[src/rtl/tile_match_core.sv]
// tile_match_core: pair-matching game core; tracks selections, matched tiles, move count,
// the best completed-game score and a timed reveal of mismatched pairs.
module tile_match_core #(
    parameter int NUM_TILES     = 10,
    parameter int SYM_W         = 3,
    parameter int SCORE_W       = 8,
    parameter int REVEAL_CYCLES = 25_000_000,
    parameter int IDX_W         = $clog2(NUM_TILES)
) (
    input  logic                       CLOCK_50,
    input  logic                       resetn,
    input  logic                       start,
    input  logic                       quit,
    input  logic                       sel_valid,
    input  logic [IDX_W-1:0]           sel_idx,
    input  logic [NUM_TILES*SYM_W-1:0] board,
    output logic                       in_game,
    output logic                       game_over,
    output logic [NUM_TILES-1:0]       shown,
    output logic [NUM_TILES-1:0]       matched,
    output logic [SYM_W-1:0]           sym_a,
    output logic [SYM_W-1:0]           sym_b,
    output logic [SCORE_W-1:0]         moves,
    output logic [SCORE_W-1:0]         best,
    output logic                       match_pulse,
    output logic                       miss_pulse,
    output logic                       illegal_pulse
);
    localparam int TW = REVEAL_CYCLES > 1 ? $clog2(REVEAL_CYCLES) : 1;
    typedef enum logic [2:0] {IDLE, WAIT_FIRST, WAIT_SECOND, COMPARE, SHOW, DONE} state_t;
    state_t                     r_state, w_next;
    logic [NUM_TILES*SYM_W-1:0] r_board;
    logic [NUM_TILES-1:0]       r_matched, r_first_oh, r_second_oh, w_sel_oh;
    logic [SCORE_W-1:0]         r_moves, r_best;
    logic [TW-1:0]              r_timer;
    logic                       r_match_p, r_miss_p, r_ill_p;
    logic                       w_legal, w_eq, w_all;
    logic [SYM_W-1:0]           w_sym_a, w_sym_b;
    // Reveals are one-hot masks, so symbol lookup is an AND-OR over the latched board.
    always_comb begin
        w_sym_a = '0;
        w_sym_b = '0;
        for (int i = 0; i < NUM_TILES; i++) begin
            w_sym_a = w_sym_a | (r_first_oh[i]  ? r_board[i*SYM_W +: SYM_W] : '0);
            w_sym_b = w_sym_b | (r_second_oh[i] ? r_board[i*SYM_W +: SYM_W] : '0);
        end
    end
    assign w_sel_oh = NUM_TILES'(1) << sel_idx;
    assign w_legal  = (sel_idx < NUM_TILES) && ~|(w_sel_oh & (r_matched | r_first_oh));
    assign w_eq     = w_sym_a == w_sym_b;
    assign w_all    = &(r_matched | r_first_oh | r_second_oh);
    always_ff @(posedge CLOCK_50) begin
        if (!resetn) r_state <= IDLE;
        else         r_state <= w_next;
    end
    always_comb begin
        w_next = r_state;
        if (quit) w_next = IDLE;
        else begin
            case (r_state)
                IDLE, DONE:  w_next = start ? WAIT_FIRST : r_state;
                WAIT_FIRST:  w_next = (sel_valid && w_legal) ? WAIT_SECOND : r_state;
                WAIT_SECOND: w_next = (sel_valid && w_legal) ? COMPARE : r_state;
                COMPARE:     w_next = !w_eq ? SHOW : (w_all ? DONE : WAIT_FIRST);
                SHOW:        w_next = (r_timer == '0) ? WAIT_FIRST : SHOW;
                default:     w_next = IDLE;
            endcase
        end
    end
    always_ff @(posedge CLOCK_50) begin
        if (!resetn) begin
            r_board     <= '0;
            r_matched   <= '0;
            r_first_oh  <= '0;
            r_second_oh <= '0;
            r_moves     <= '0;
            r_best      <= '1;
            r_timer     <= '0;
            r_match_p   <= 1'b0;
            r_miss_p    <= 1'b0;
            r_ill_p     <= 1'b0;
        end else begin
            r_match_p <= 1'b0;
            r_miss_p  <= 1'b0;
            r_ill_p   <= 1'b0;
            if (quit) begin
                r_matched   <= '0;
                r_first_oh  <= '0;
                r_second_oh <= '0;
                r_moves     <= '0;
            end else begin
                case (r_state)
                    IDLE, DONE: if (start) begin
                        r_board   <= board;
                        r_matched <= '0;
                        r_moves   <= '0;
                    end
                    WAIT_FIRST: if (sel_valid) begin
                        if (w_legal) r_first_oh <= w_sel_oh;
                        else         r_ill_p    <= 1'b1;
                    end
                    WAIT_SECOND: if (sel_valid) begin
                        if (w_legal) begin
                            r_second_oh <= w_sel_oh;
                            r_moves     <= (r_moves == '1) ? r_moves : r_moves + SCORE_W'(1);
                        end else r_ill_p <= 1'b1;
                    end
                    COMPARE: begin
                        if (w_eq) begin
                            r_matched   <= r_matched | r_first_oh | r_second_oh;
                            r_first_oh  <= '0;
                            r_second_oh <= '0;
                            r_match_p   <= 1'b1;
                            if (w_all && r_moves < r_best) r_best <= r_moves;
                        end else begin
                            r_miss_p <= 1'b1;
                            r_timer  <= TW'(REVEAL_CYCLES - 1);
                        end
                    end
                    SHOW: begin
                        if (r_timer == '0) begin
                            r_first_oh  <= '0;
                            r_second_oh <= '0;
                        end else r_timer <= r_timer - TW'(1);
                    end
                    default: ;
                endcase
            end
        end
    end
    assign in_game       = r_state inside {WAIT_FIRST, WAIT_SECOND, COMPARE, SHOW};
    assign game_over     = r_state == DONE;
    assign shown         = r_matched | r_first_oh | r_second_oh;
    assign matched       = r_matched;
    assign sym_a         = w_sym_a;
    assign sym_b         = w_sym_b;
    assign moves         = r_moves;
    assign best          = r_best;
    assign match_pulse   = r_match_p;
    assign miss_pulse    = r_miss_p;
    assign illegal_pulse = r_ill_p;
endmodule

[config.mk]
export PLATFORM = sky130hd
export DESIGN_NAME = tile_match_core
export DESIGN_NICKNAME = d
export VERILOG_FILES = /design/src/rtl/tile_match_core.sv
export SDC_FILE = /design/constraint.sdc
export NUM_CORES = 1
export LEC_CHECK = 0
export CAP_MARGIN = 10
export CORE_UTILIZATION = 54
export DETAILED_ROUTE_END_ITERATION = 12
export PLACE_DENSITY = 0.84
export REMOVE_ABC_BUFFERS = 1
export SLEW_MARGIN = 20
export SYNTH_ARGS = -nofsm -noshare
export SYNTH_HDL_FRONTEND = slang
export SYNTH_SLANG_ARGS = --single-unit
export TNS_END_PERCENT = 30
[constraint.sdc]
create_clock -name CLOCK_50 -period 3.4 [get_ports CLOCK_50]
set_input_delay 1.02 -clock CLOCK_50 [delete_from_list [all_inputs] [get_ports CLOCK_50]]
set_output_delay 1.02 -clock CLOCK_50 [all_outputs]
set_load 0.03 [all_outputs]
==> results.md <==
* Status: completed
* Initial Util at 0.5545
* Post-Synth XOR/XNOR Area at 0.01623
* Req. time, crit path at between 3 and 4 ns
* # diodes at 0
* NumNets Final at between 700 and 800
* Sequential share of power at 0.564
* GPL Wtd Cong at a little over 0.9
* Share of layout cells above drive strength 1 at 0.07387
* Netlist cell types at 63
* Comb power frac at 0.073
* CP Launch Type: input port
* Clock buffer count from CTS at 9
* Top FF cell, synth: dfxtp_1
* DR pass1 iterations at 5
* Simple-gate share of the synthesized area at 0.2359
* # fillers at 845
* Core Area at approximately 9700 um2
* Hold Crit Class: reg2reg
* Worst-margin pin slew at 0.7638 ns
* Post-DP HPWL at approximately 11000 um
* FFs w/ async S/R, synth at 0
* Area contributors post-synth: dfxtp_1 (40%), nand2_1 (8.6%), mux2i_1 (5.6%), a21oi_1 (5.2%), o211ai_1 (2.8%)
* H-tree depth at 3
* Antenna violations before repair at 0
* Syn_area_per_cell at 8.417 um2
* Max Buffers Root-to-Sink at 2
* Leak Pwr at 2.624 nW
* Number of synthesized flops with an enable pin at 0
* Wirelength per Cell at approximately 17 um
* Final WS setup at 0.1807 ns
* Fin area at 6639 um2
* HP Start: r_board[25]
* Drt total wl at 15000 um
* Synthesized instance count at 641
* DP Area at ~6400 um2
* Synth Area in Adders at 0.02087
* CP startpoint: sel_idx[3]
* Max VDD drop at approximately 300 uV
* Top post-synthesis cells by count: nand2_1 (123), dfxtp_1 (107), a21oi_1 (56)
* Routed via count at 5259
* First-pass GRT wire length at between 20000 and 25000 um
* Pre-CTS setup slack at -0.1949 ns
* Vias in the first global route at 5015
* Synth Register Bits at about 110
* Post-synthesis compound-gate area fraction at 0.2303
* Area leader, netlist: dfxtp_1
* Hold depth at 2
* Fmax at 0.3106 GHz
* RSZ-0062 raised after global routing: false
* R2R Path Start: r_timer[0]
* Switch Pwr at 563.0 uW
* Die footprint at slightly above 10000 um2
* Total global-route track usage at 0.2968
* Die width at 102.0 um
* Pins over their slew limit at 0
* Top-count cell post-synth: nand2_1
* Maxcap violations at 0
* Core Util, Final at 0.6824
* Largest family of logic cells by synthesized area: simple AND/OR/NAND/NOR gates
* Buffers on Ports at 85
* Relative slew slack at 0.4908
* Hold_buf cts at 0
* Skew-Pair Late Insertion Delay at 0.39 ns
* FP Rows at 36
* Clock network power share at 0.363
* Largest net degree at the start of global routing at 45
* Kind of critical path: in2reg
* Sink Count at 107
* Setup TNS at 0 ns
* Grt total ovfl at 0
* Worst EP arrival at 3.50 ns
* Syn Std Cell Area at 5395 um2
* Largest fanout on the critical path at 7
* Switching share of power at 0.2468
* Count of boundary I/O pins at 86
* Post-synth top area share at 0.3970
* Post-synthesis sequential area ratio at 0.3970
* Routed Antenna Nets at 0
* Skew final at 0.02034 ns
* Post-cts sizing count at 0
* Pwr per Cell Area at 343.7 nW/um2
* Root Driver: clkbuf_8
* Clock-pin transition on the worst setup and hold timing paths at 0.10 ns
* CP endpoint kind: flip-flop
* DR vias/cell at 6.087
* Post-synthesis mux area share at 0.05566
* Fin. Hold Viols at 0
* Initial drt markers at 330
* Post-CTS setup buffer count at 0
* Min Tclk post-route at 3.219 ns
* P&R area growth vs syn at 23.05%
* DRC viols at 0
* CTS tree: built
* Final period util at 0.9468
* Worst r2r path cells at 8
* Cell Int Power at 1.718 mW
* Die Y at 102.0 um
* Synth warnings at 0
* Setup violators final at 0
==> placed cells by master (no fill, tap or decap), types with 4 or more instances in the layout <==
cell               n
or3_1             19
dfxtp_1          107
buf_4             19
and3_1             8
a21oi_1           56
inv_1             24
clkdlybuf4s50_1   85
nor3_1            14
a21o_1             5
a311oi_1          11
nor3b_1            4
a211oi_1           4
xnor2_1            7
mux2i_1           30
o21ai_1            6
o21a_1             7
o31a_1             6
clkbuf_8          10
o21ai_0            8
a22oi_1            6
nor2_1            28
nor4_1             6
nand3_1            9
a22o_1            12
o211ai_1          20
nand2_1          123
ha_1               9
a221oi_1          12
nand2b_1          11
==> sequential cells by signal, summed over array words and instances (netlist names) <==
name / flops
r_board: 30
r_timer: 25
matched: 10
r_first_oh: 10
r_second_oh: 10
best: 8
moves: 8
r_state: 3
illegal_pulse: 1
match_pulse: 1
miss_pulse: 1
==> worst max-delay path, stage by stage <==
cell and delay (ns):
clkdlybuf4s50_1 0.59, and3b_1 0.24, o21a_1 0.12, o41ai_2 0.50
nand3_1 0.33, nor4b_1 0.48, xnor2_1 0.17, nor2_1 0.05
==> metal layers <==
layer | routed length (um) | GRT usage
met1 | 6416 | 0.3777
met2 | 7153 | 0.5036
met3 | 1065 | 0.04856
met4 | 359 | 0.1187
met5 | 0 | 0
==> cells by family after synthesis <==
family,count (synthesis)
simple gates,255
compound gates,174
flops,107
buf+inv,56
mux,30
xor+xnor,10
fa+ha+maj,9
==> stage by stage <==
stage,cells,hold WS (ns),power [mW]
6_report,864,0.4843,2.281
5_1_grt,864,0.5025,2.348
3_3_place_gp,848,0.4540,1.475
2_1_floorplan,611,0.4404,1.386
3_5_place_dp,848,0.4681,1.480
4_1_cts,864,0.4821,2.285
==> path summary, 6_finish.rpt <==
kind	slack (ns)	endpoint
setup / recovery	0.18	moves[5]
hold / removal	0.48	r_board[25]
setup reg to reg	0.26	r_timer[3]
hold reg to reg	0.48	r_board[25]
==> power by group through the flow <==
stage | logic, mW | clock network, mW | registers, mW
floorplan | 0.0741 | 0 | 1.31
global placement | 0.160 | 0 | 1.31
detailed placement | 0.165 | 0 | 1.32
CTS | 0.165 | 0.833 | 1.29
global route | 0.182 | 0.876 | 1.29
finish | 0.166 | 0.828 | 1.29
==> cell type report <==
| cell class | instances | area (um2) | area share |
|---|---|---|---|
| Inverter | 26 | 97.59 | 0.01470 |
| Clock inverter | 6 | 70.07 | 0.01055 |
| Timing Repair Buffer | 104 | 993.5 | 0.1496 |
| Tap cell | 133 | 166.4 | 0.02507 |
| Sequential cell | 107 | 2142 | 0.3227 |
| Clock buffer | 10 | 137.6 | 0.02073 |
| Multi-Input combinational cell | 478 | 3032 | 0.4567 |
No activity file was read; power rests on OpenSTA's default activity.
